==> src/rtl/alu_pkg.sv <==
// Shared definitions for the ALU command sequencer: op encodings, FSM states, sizing helper.
package alu_pkg;

  typedef enum logic [1:0] {
    OpAdd = 2'b00,
    OpSub = 2'b01,
    OpMul = 2'b10,
    OpDiv = 2'b11
  } alu_op_e;

  typedef enum logic [2:0] {
    StIdle,
    StClr,
    StStart,
    StHold,
    StWait,
    StResp
  } seq_state_e;

  // Bits needed to count 0..max_val, never less than one.
  function automatic int unsigned cnt_width(input int unsigned max_val);
    return (max_val > 0) ? $clog2(max_val + 1) : 1;
  endfunction

endpackage

==> src/rtl/alu_seq_timer.sv <==
// WAIT-phase cycle counter: counts while run_i is high, clears otherwise, flags the limit.
module alu_seq_timer #(
  parameter int unsigned Width = 6,
  parameter int unsigned Limit = 63
) (
  input  logic clk_i,
  input  logic rst_ni,
  input  logic run_i,
  output logic done_o
);

  logic [Width-1:0] count_q, count_d;

  always_comb count_d = run_i ? count_q + Width'(1) : '0;

  always_ff @(posedge clk_i or negedge rst_ni) begin
    if (!rst_ni) begin
      count_q <= '0;
    end else begin
      count_q <= count_d;
    end
  end

  assign done_o = (count_q == Width'(Limit));

endmodule

==> src/rtl/alu_sequencer.sv <==
// Sequences one command at a time through an external multi-cycle ALU:
// clear, start with the first operand, hold, then wait for finish or timeout.
module alu_sequencer
  import alu_pkg::*;
#(
  parameter int unsigned TIMEOUT = 63,
  parameter int unsigned M_DELAY = 1
) (
  input  logic        clk,
  input  logic        rst,
  input  logic        cmd_valid,
  output logic        cmd_ready,
  input  logic [1:0]  cmd_op,
  input  logic [15:0] cmd_x,
  input  logic [7:0]  cmd_y,
  output logic        rsp_valid,
  input  logic        rsp_ready,
  output logic [15:0] rsp_data,
  output logic        rsp_of,
  output logic        rsp_timeout,
  output logic        alu_rst,
  output logic        alu_start,
  output logic [1:0]  alu_sel,
  output logic [15:0] alu_inbus,
  input  logic [15:0] alu_outbus,
  input  logic        alu_finish,
  input  logic        alu_of_flag
);

  localparam int unsigned TimerWidth = cnt_width(TIMEOUT);
  localparam int unsigned HoldWidth  = cnt_width(M_DELAY);

  seq_state_e             state_q, state_d;
  alu_op_e                op_q, op_d;
  logic [15:0]            x_q, x_d;
  logic [7:0]             y_q, y_d;
  logic [HoldWidth-1:0]   hold_q, hold_d;
  logic [15:0]            data_q, data_d;
  logic                   of_q, of_d;
  logic                   to_q, to_d;
  logic                   timer_done;
  logic [15:0]            x_bus;

  alu_seq_timer #(
    .Width(TimerWidth),
    .Limit(TIMEOUT)
  ) u_timer (
    .clk_i (clk),
    .rst_ni(rst),
    .run_i (state_q == StWait),
    .done_o(timer_done)
  );

  // Only divide consumes a full 16-bit dividend; the others see the low byte.
  always_comb x_bus = (op_q == OpDiv) ? x_q : {8'h00, x_q[7:0]};

  always_comb begin
    state_d   = state_q;
    op_d      = op_q;
    x_d       = x_q;
    y_d       = y_q;
    hold_d    = hold_q;
    data_d    = data_q;
    of_d      = of_q;
    to_d      = to_q;
    cmd_ready = 1'b0;
    rsp_valid = 1'b0;
    alu_rst   = !rst;
    alu_start = 1'b0;
    alu_sel   = 2'b00;
    alu_inbus = 16'h0000;
    unique case (state_q)
      StIdle: begin
        cmd_ready = 1'b1;
        if (cmd_valid) begin
          op_d    = alu_op_e'(cmd_op);
          x_d     = cmd_x;
          y_d     = cmd_y;
          of_d    = 1'b0;
          to_d    = 1'b0;
          state_d = StClr;
        end
      end
      StClr: begin
        alu_rst = 1'b1;
        state_d = StStart;
      end
      StStart: begin
        alu_start = 1'b1;
        alu_sel   = op_q;
        alu_inbus = x_bus;
        of_d      = of_q | alu_of_flag;
        hold_d    = '0;
        state_d   = (M_DELAY == 0) ? StWait : StHold;
      end
      StHold: begin
        alu_sel   = op_q;
        alu_inbus = x_bus;
        of_d      = of_q | alu_of_flag;
        hold_d    = hold_q + HoldWidth'(1);
        if (hold_q == HoldWidth'(M_DELAY - 1)) begin
          state_d = StWait;
        end
      end
      StWait: begin
        alu_sel   = op_q;
        alu_inbus = {8'h00, y_q};
        // A finish on the terminal cycle still counts as a completed operation.
        if (alu_finish) begin
          data_d  = alu_outbus;
          of_d    = of_q | alu_of_flag;
          to_d    = 1'b0;
          state_d = StResp;
        end else if (timer_done) begin
          data_d  = 16'h0000;
          of_d    = 1'b0;
          to_d    = 1'b1;
          state_d = StResp;
        end else begin
          of_d = of_q | alu_of_flag;
        end
      end
      StResp: begin
        rsp_valid = 1'b1;
        if (rsp_ready) begin
          state_d = StIdle;
        end
      end
      default: state_d = StIdle;
    endcase
  end

  always_ff @(posedge clk or negedge rst) begin
    if (!rst) begin
      state_q <= StIdle;
      op_q    <= OpAdd;
      x_q     <= 16'h0000;
      y_q     <= 8'h00;
      hold_q  <= '0;
      data_q  <= 16'h0000;
      of_q    <= 1'b0;
      to_q    <= 1'b0;
    end else begin
      state_q <= state_d;
      op_q    <= op_d;
      x_q     <= x_d;
      y_q     <= y_d;
      hold_q  <= hold_d;
      data_q  <= data_d;
      of_q    <= of_d;
      to_q    <= to_d;
    end
  end

  assign rsp_data    = data_q;
  assign rsp_of      = of_q;
  assign rsp_timeout = to_q;

endmodule

==> config.mk <==
export PLATFORM = sky130hd
export DESIGN_NAME = alu_sequencer
export DESIGN_NICKNAME = d
export VERILOG_FILES = /design/src/rtl/alu_pkg.sv /design/src/rtl/alu_seq_timer.sv /design/src/rtl/alu_sequencer.sv
export SDC_FILE = /design/constraint.sdc
export NUM_CORES = 1
export LEC_CHECK = 0
export CORE_MARGIN = 2
export CORE_UTILIZATION = 30
export CTS_BUF_LIST = sky130_fd_sc_hd__clkbuf_4
export DETAILED_ROUTE_END_ITERATION = 10
export GPL_TIMING_DRIVEN = 0
export PLACE_DENSITY = 0.55
export SYNTH_ARGS = -nofsm -noshare
export SYNTH_HDL_FRONTEND = slang
export SYNTH_SLANG_ARGS = --single-unit
==> constraint.sdc <==
create_clock -name clk -period 5.25 [get_ports clk]
set_clock_uncertainty 0.15 [all_clocks]
set_input_delay 1.575 -clock clk [delete_from_list [all_inputs] [get_ports clk]]
set_output_delay 1.575 -clock clk [all_outputs]
set_load 0.005 [all_outputs]
======== Word-level counts from Yosys, hierarchy flattened ========
Index checks and enable logic that the tools add are counted.
storage, ports and cells
  register bits after elaboration ......... 54
  input bits .............................. 48
  output and inout port bits .............. 40
  logic and storage cells ................. 60
operators by class
  add/sub/neg operators ................... 2
  eq/ne operators ......................... 11
  muxes and demuxes ....................... 24
  bitwise gates (word level) .............. 1
  reductions and logical operators ........ 13
operators with widths
  kind                 number
  $mux 16              3
  $pmux 16 s2          1
  $pmux 3 s6           1
  $mux 3               5
  $mux 1               9
  $add 6x1->6 const B  1
  $eq 3x2->1 const B   2
  $eq 3x3->1 const B   2
  $eq 6x6->1 const B   1
  $mux 6               1
  $ne 2x2->1 const B   3
  $reduce_and 2->1     3
  $reduce_bool 2->1    3
  $pmux 1 s2           2
  $reduce_and 4->1     1
  $eq 3x1->1 const B   1
  $logic_not 3->1      1
  $ne 3x3->1 const B   1
  $pmux 1 s3           1
  $reduce_and 3->1     1
  $reduce_bool 3->1    1
  $reduce_or 3->1      1
  $eq 2x2->1 const B   1
  $mux 2               1
  4 further kinds      4

======== Longest topological paths before layout ========
  word-level depth ........................ 4
  depth in mapped cells ................... 6
  mapped depth without buffers ............ 4

======== Cells and area by module ========
From an unflattened synthesis, not the netlist that was laid out.
second synthesis, totals
  cell total of the unflattened synthesis .. 185
  area, all modules ....................... 2424.8 µm²
by module, submodules not included
  module         instances  cells each  area each (µm²)  seq. area each (µm²)
  alu_sequencer  1          161         2154.6           1201.2
  alu_seq_timer  1          24          270.3            150.1

======== Worst setup path before layout ========
No wires, ideal clock.
  path kind ............................... input to output
  start point ............................. input rst
  end point ............................... output alu_rst
  arrival ................................. 1653 ps
  data required time ...................... 3525 ps
  path slack .............................. 1872 ps
  cell stages on the path ................. 1
  path buffers ............................ 0
  cell sequence ........................... o21ai_0
between the ends
  word-level cells in the longest chain between the ends .. 2
ends and longest elaborated chain
  element                           RTL line             RTL
  from (decl)                       alu_sequencer.sv:10  input logic rst,
  $logic_not 1->1 (no source line)  n/a
  $mux 1                            alu_sequencer.sv:72  unique case (state_q)
  to (decl)                         alu_sequencer.sv:21  output logic alu_rst,
No other way between the ends.

======== Final worst setup path ========
Ends and elaborated chain as after synthesis.

==> results by group <==
Timing
  • Final min period: 4330 ps
  • Final Hold Viols: 0
  • Worst-Margin Slew: between 700 and 800 ps
  • Slew headroom: roughly half
  • Final Worst Setup Slack: 921 ps
  • Max-slew violation count: 0
  • Fmax: roughly 230 MHz
  • Final Cycle Share: 82.5%
  • WHS: around 350 ps
  • Final setup fails: 0
  • Unrepaired setup endpoints after global routing: false

Hold path
  • Worst Hold Class: reg -> reg
  • Worst hold start: u_timer.count_q[0]

Drt
  • Avg WL per Cell: 13.9 µm
  • Final antenna-violating net count: 0
  • Via count: 2040
  • Iter 0 DRT Violations: between 60 and 70
  • DRC: 0
  • Routed WL: 6060 µm
  • Vias per cell: 4.69
  • First-pass DRT Iterations: 3

Outcome
  • Outcome: finished, final reports clean

Global routing
  • First-pass GRT wire length: around 9900 µm
  • Initial antenna violation count: 0
  • GR Util All Layers: 14.0%
  • Largest net degree at the start of global routing: 38
  • Grt ovf: 0
  • Vias in the first global route: 2070

Floorplanning
  • Initial Util: between 30% and 40%
  • Die W: 95.8 µm
  • Core Rows: 33
  • Die H: 95.8 µm
  • Core Box Area: a little over 8000 µm²
  • IO Pins: 88
  • Full die area: ~9200 µm²

Logic synthesis
  • Asr flop ratio synth: 100%
  • Yosys warnings: 0
  • Post-synth cell types: 34
  • Area contributors post-synth: dfrtp_1, mux2_2, nand2_1
  • Most area-hungry cell type in the Yosys netlist: dfrtp_1
  • Flops & latches, synth: 54
  • Adder-Cell Fraction of Synth Area: 0.495%
  • Multiplexer share of the synthesized area: 11.6%
  • Post-synth top area share: 53.4%
  • Most used flip-flop cell after synthesis: dfrtp_1
  • EDFF count, synth: 0
  • Syn Nets: 284
  • Largest family of logic cells by synthesized area: simple AND/OR/NAND/NOR gates
  • Synth Area in Simple Gates: 15.0%
  • Area fraction in compound gates after synthesis: about an eighth
  • Sequential element share of the synthesized area: 53.4%
  • Synth Area per Inst: about 11 µm²
  • Xor/xnor share of the synthesized area: slightly above 1%
  • Netlist Area Pre-Place: 2530 µm²
  • Synth Instances: 235

Placement
  • I/O Buffers: 86
  • Post-placement worst setup slack: approximately 860 ps
  • Placed cells: about 430
  • DP HPWL: between 4000 and 5000 µm
  • Routability congestion estimate: about 0.7

Worst setup path
  • Crit path max fanout: 19
  • Worst r2r src: state_q[0]
  • CP Capture Type: primary output
  • Worst setup SP type: input pin
  • Critical path's slowest cell: clkdlybuf4s50_1
  • Crit path kind: in -> out
  • Critical Path AT: 2600 ps
  • CP Cell Sequence: buf_2 > o21ai_0 > clkdlybuf4s50_1
  • CP delay by family, top: buffers and inverters
  • CP bufs+invs: 2
  • CP startpoint: rst
  • WP data required: ~3500 ps
  • CP peak stage delay: around 470 ps

Clock network
  • CTS tree: done
  • Worst-path clk slew: between 150 and 200 ps
  • Clock latency on the worst-skew pair: 380 ps
  • Post-CTS setup buffer count: 0
  • Num CTS Buffers: 5
  • Hold_buf cts: 0
  • Total clock sinks: 54
  • Max H-tree Level: 2
  • Root Buffer: clkbuf_4
  • Cts repair resizes: 0
  • Max Root-Sink Buffers: 2

Power and ir drop
  • Peak supply drop: 192 µV
  • Pleak: 1.62 nW
  • Total power: 0.00159 W
  • PwrDens: 439 nW/µm²

Layout
  • # nets final: 378
  • Area of the multi-input gates: 1020 µm²
  • Final core occ: 44.3%
  • Post-Layout Cell Count: 435
  • N_diodes: 0
  • Filler cells: 832
  • Layout area overhead: 43.1%
  • Register Area: 1350 µm²
  • Most frequent cells in the layout: clkdlybuf4s50_1, dfrtp_1, nand2_1
  • Most common cell after layout, fill and taps aside: clkdlybuf4s50_1
  • Layout cells sized above 1: approximately 14%

Flow run
  • Max Cap Viol: 0
synth_stat cells, drive strengths merged, types with 2 or more instances:
master	n
xor2	2
nor3	3
mux2	26
clkbuf	6
nand2	38
a21boi	2
o311ai	16
nand3	4
buf	10
o21ai	6
nor2	9
and2	9
nand2b	3
inv	19
and3	3
a21oi	2
a22o	9
nor2b	2
dfrtp	54
cells by family after synthesis:
kind of cell             Yosys count
XOR/XNOR                           3
flip-flops                        54
multiplexers                      26
adder cells (fa/ha/maj)            1
AND/OR/NAND/NOR                   77
AO/OA/AOI/OAI                     39
buffers and inverters             35
power by group:
part	switching [W]	leakage, nW	internal [W]	total, W
clock network	0.000134	0.0419	0.000106	0.000240
registers	0.0000900	0.613	0.000569	0.000659
logic	0.000270	0.961	0.000420	0.000691
total	0.000495	1.62	0.00110	0.00159
flip-flops by register name, summed over array words and instances (netlist names):
signal and cells:
hold_q 1, op_q 2, rsp_data 16, rsp_of 1
rsp_timeout 1, state_q 3, u_timer.count_q 6, x_q 16
y_q 8
metrics by stage:
stage | instance area, µm² | TNS [ps]
6_report | 3620 | 0
5_1_grt | 3620 | 0
4_1_cts | 3620 | 0
3_5_place_dp | 3540 | 0
3_3_place_gp | 3520 | -1340
2_1_floorplan | 2530 | 0
worst paths after layout:
check                                           to  slack, ps  depth (start not counted)
worst max-delay path                       alu_rst        920                          3
worst min-delay path            u_timer.count_q[0]        350                          1
worst max register to register              x_q[6]       3230                          3
worst min register to register  u_timer.count_q[0]        350                          1
max in group asynchronous                   x_q[7]       3410                          2
min in group asynchronous                   x_q[2]        980                          1
per-layer routing:
layer / share of wire (%) / routed length (µm) / up-vias / track usage [%]
li1: - / - / 998 / -
met1: 45 / 2760 / 962 / 17.9
met3: 11 / 680 / 8 / 6.50
met2: 42 / 2550 / 72 / 21.2
met5: 0 / 0 / - / 0
met4: 1.2 / 72 / 0 / 3.93
cell type report:
cell class	instances	area share [%]
plain buffers	16	2.42
clock buffers	6	1.24
flip-flops and latches	54	37.3
clock inverters	2	1.04
repair buffers	87	24.2
multi-input cells	146	28.2
inverters	19	1.97
well taps	105	3.63
No activity file was read; power rests on OpenSTA's default activity.
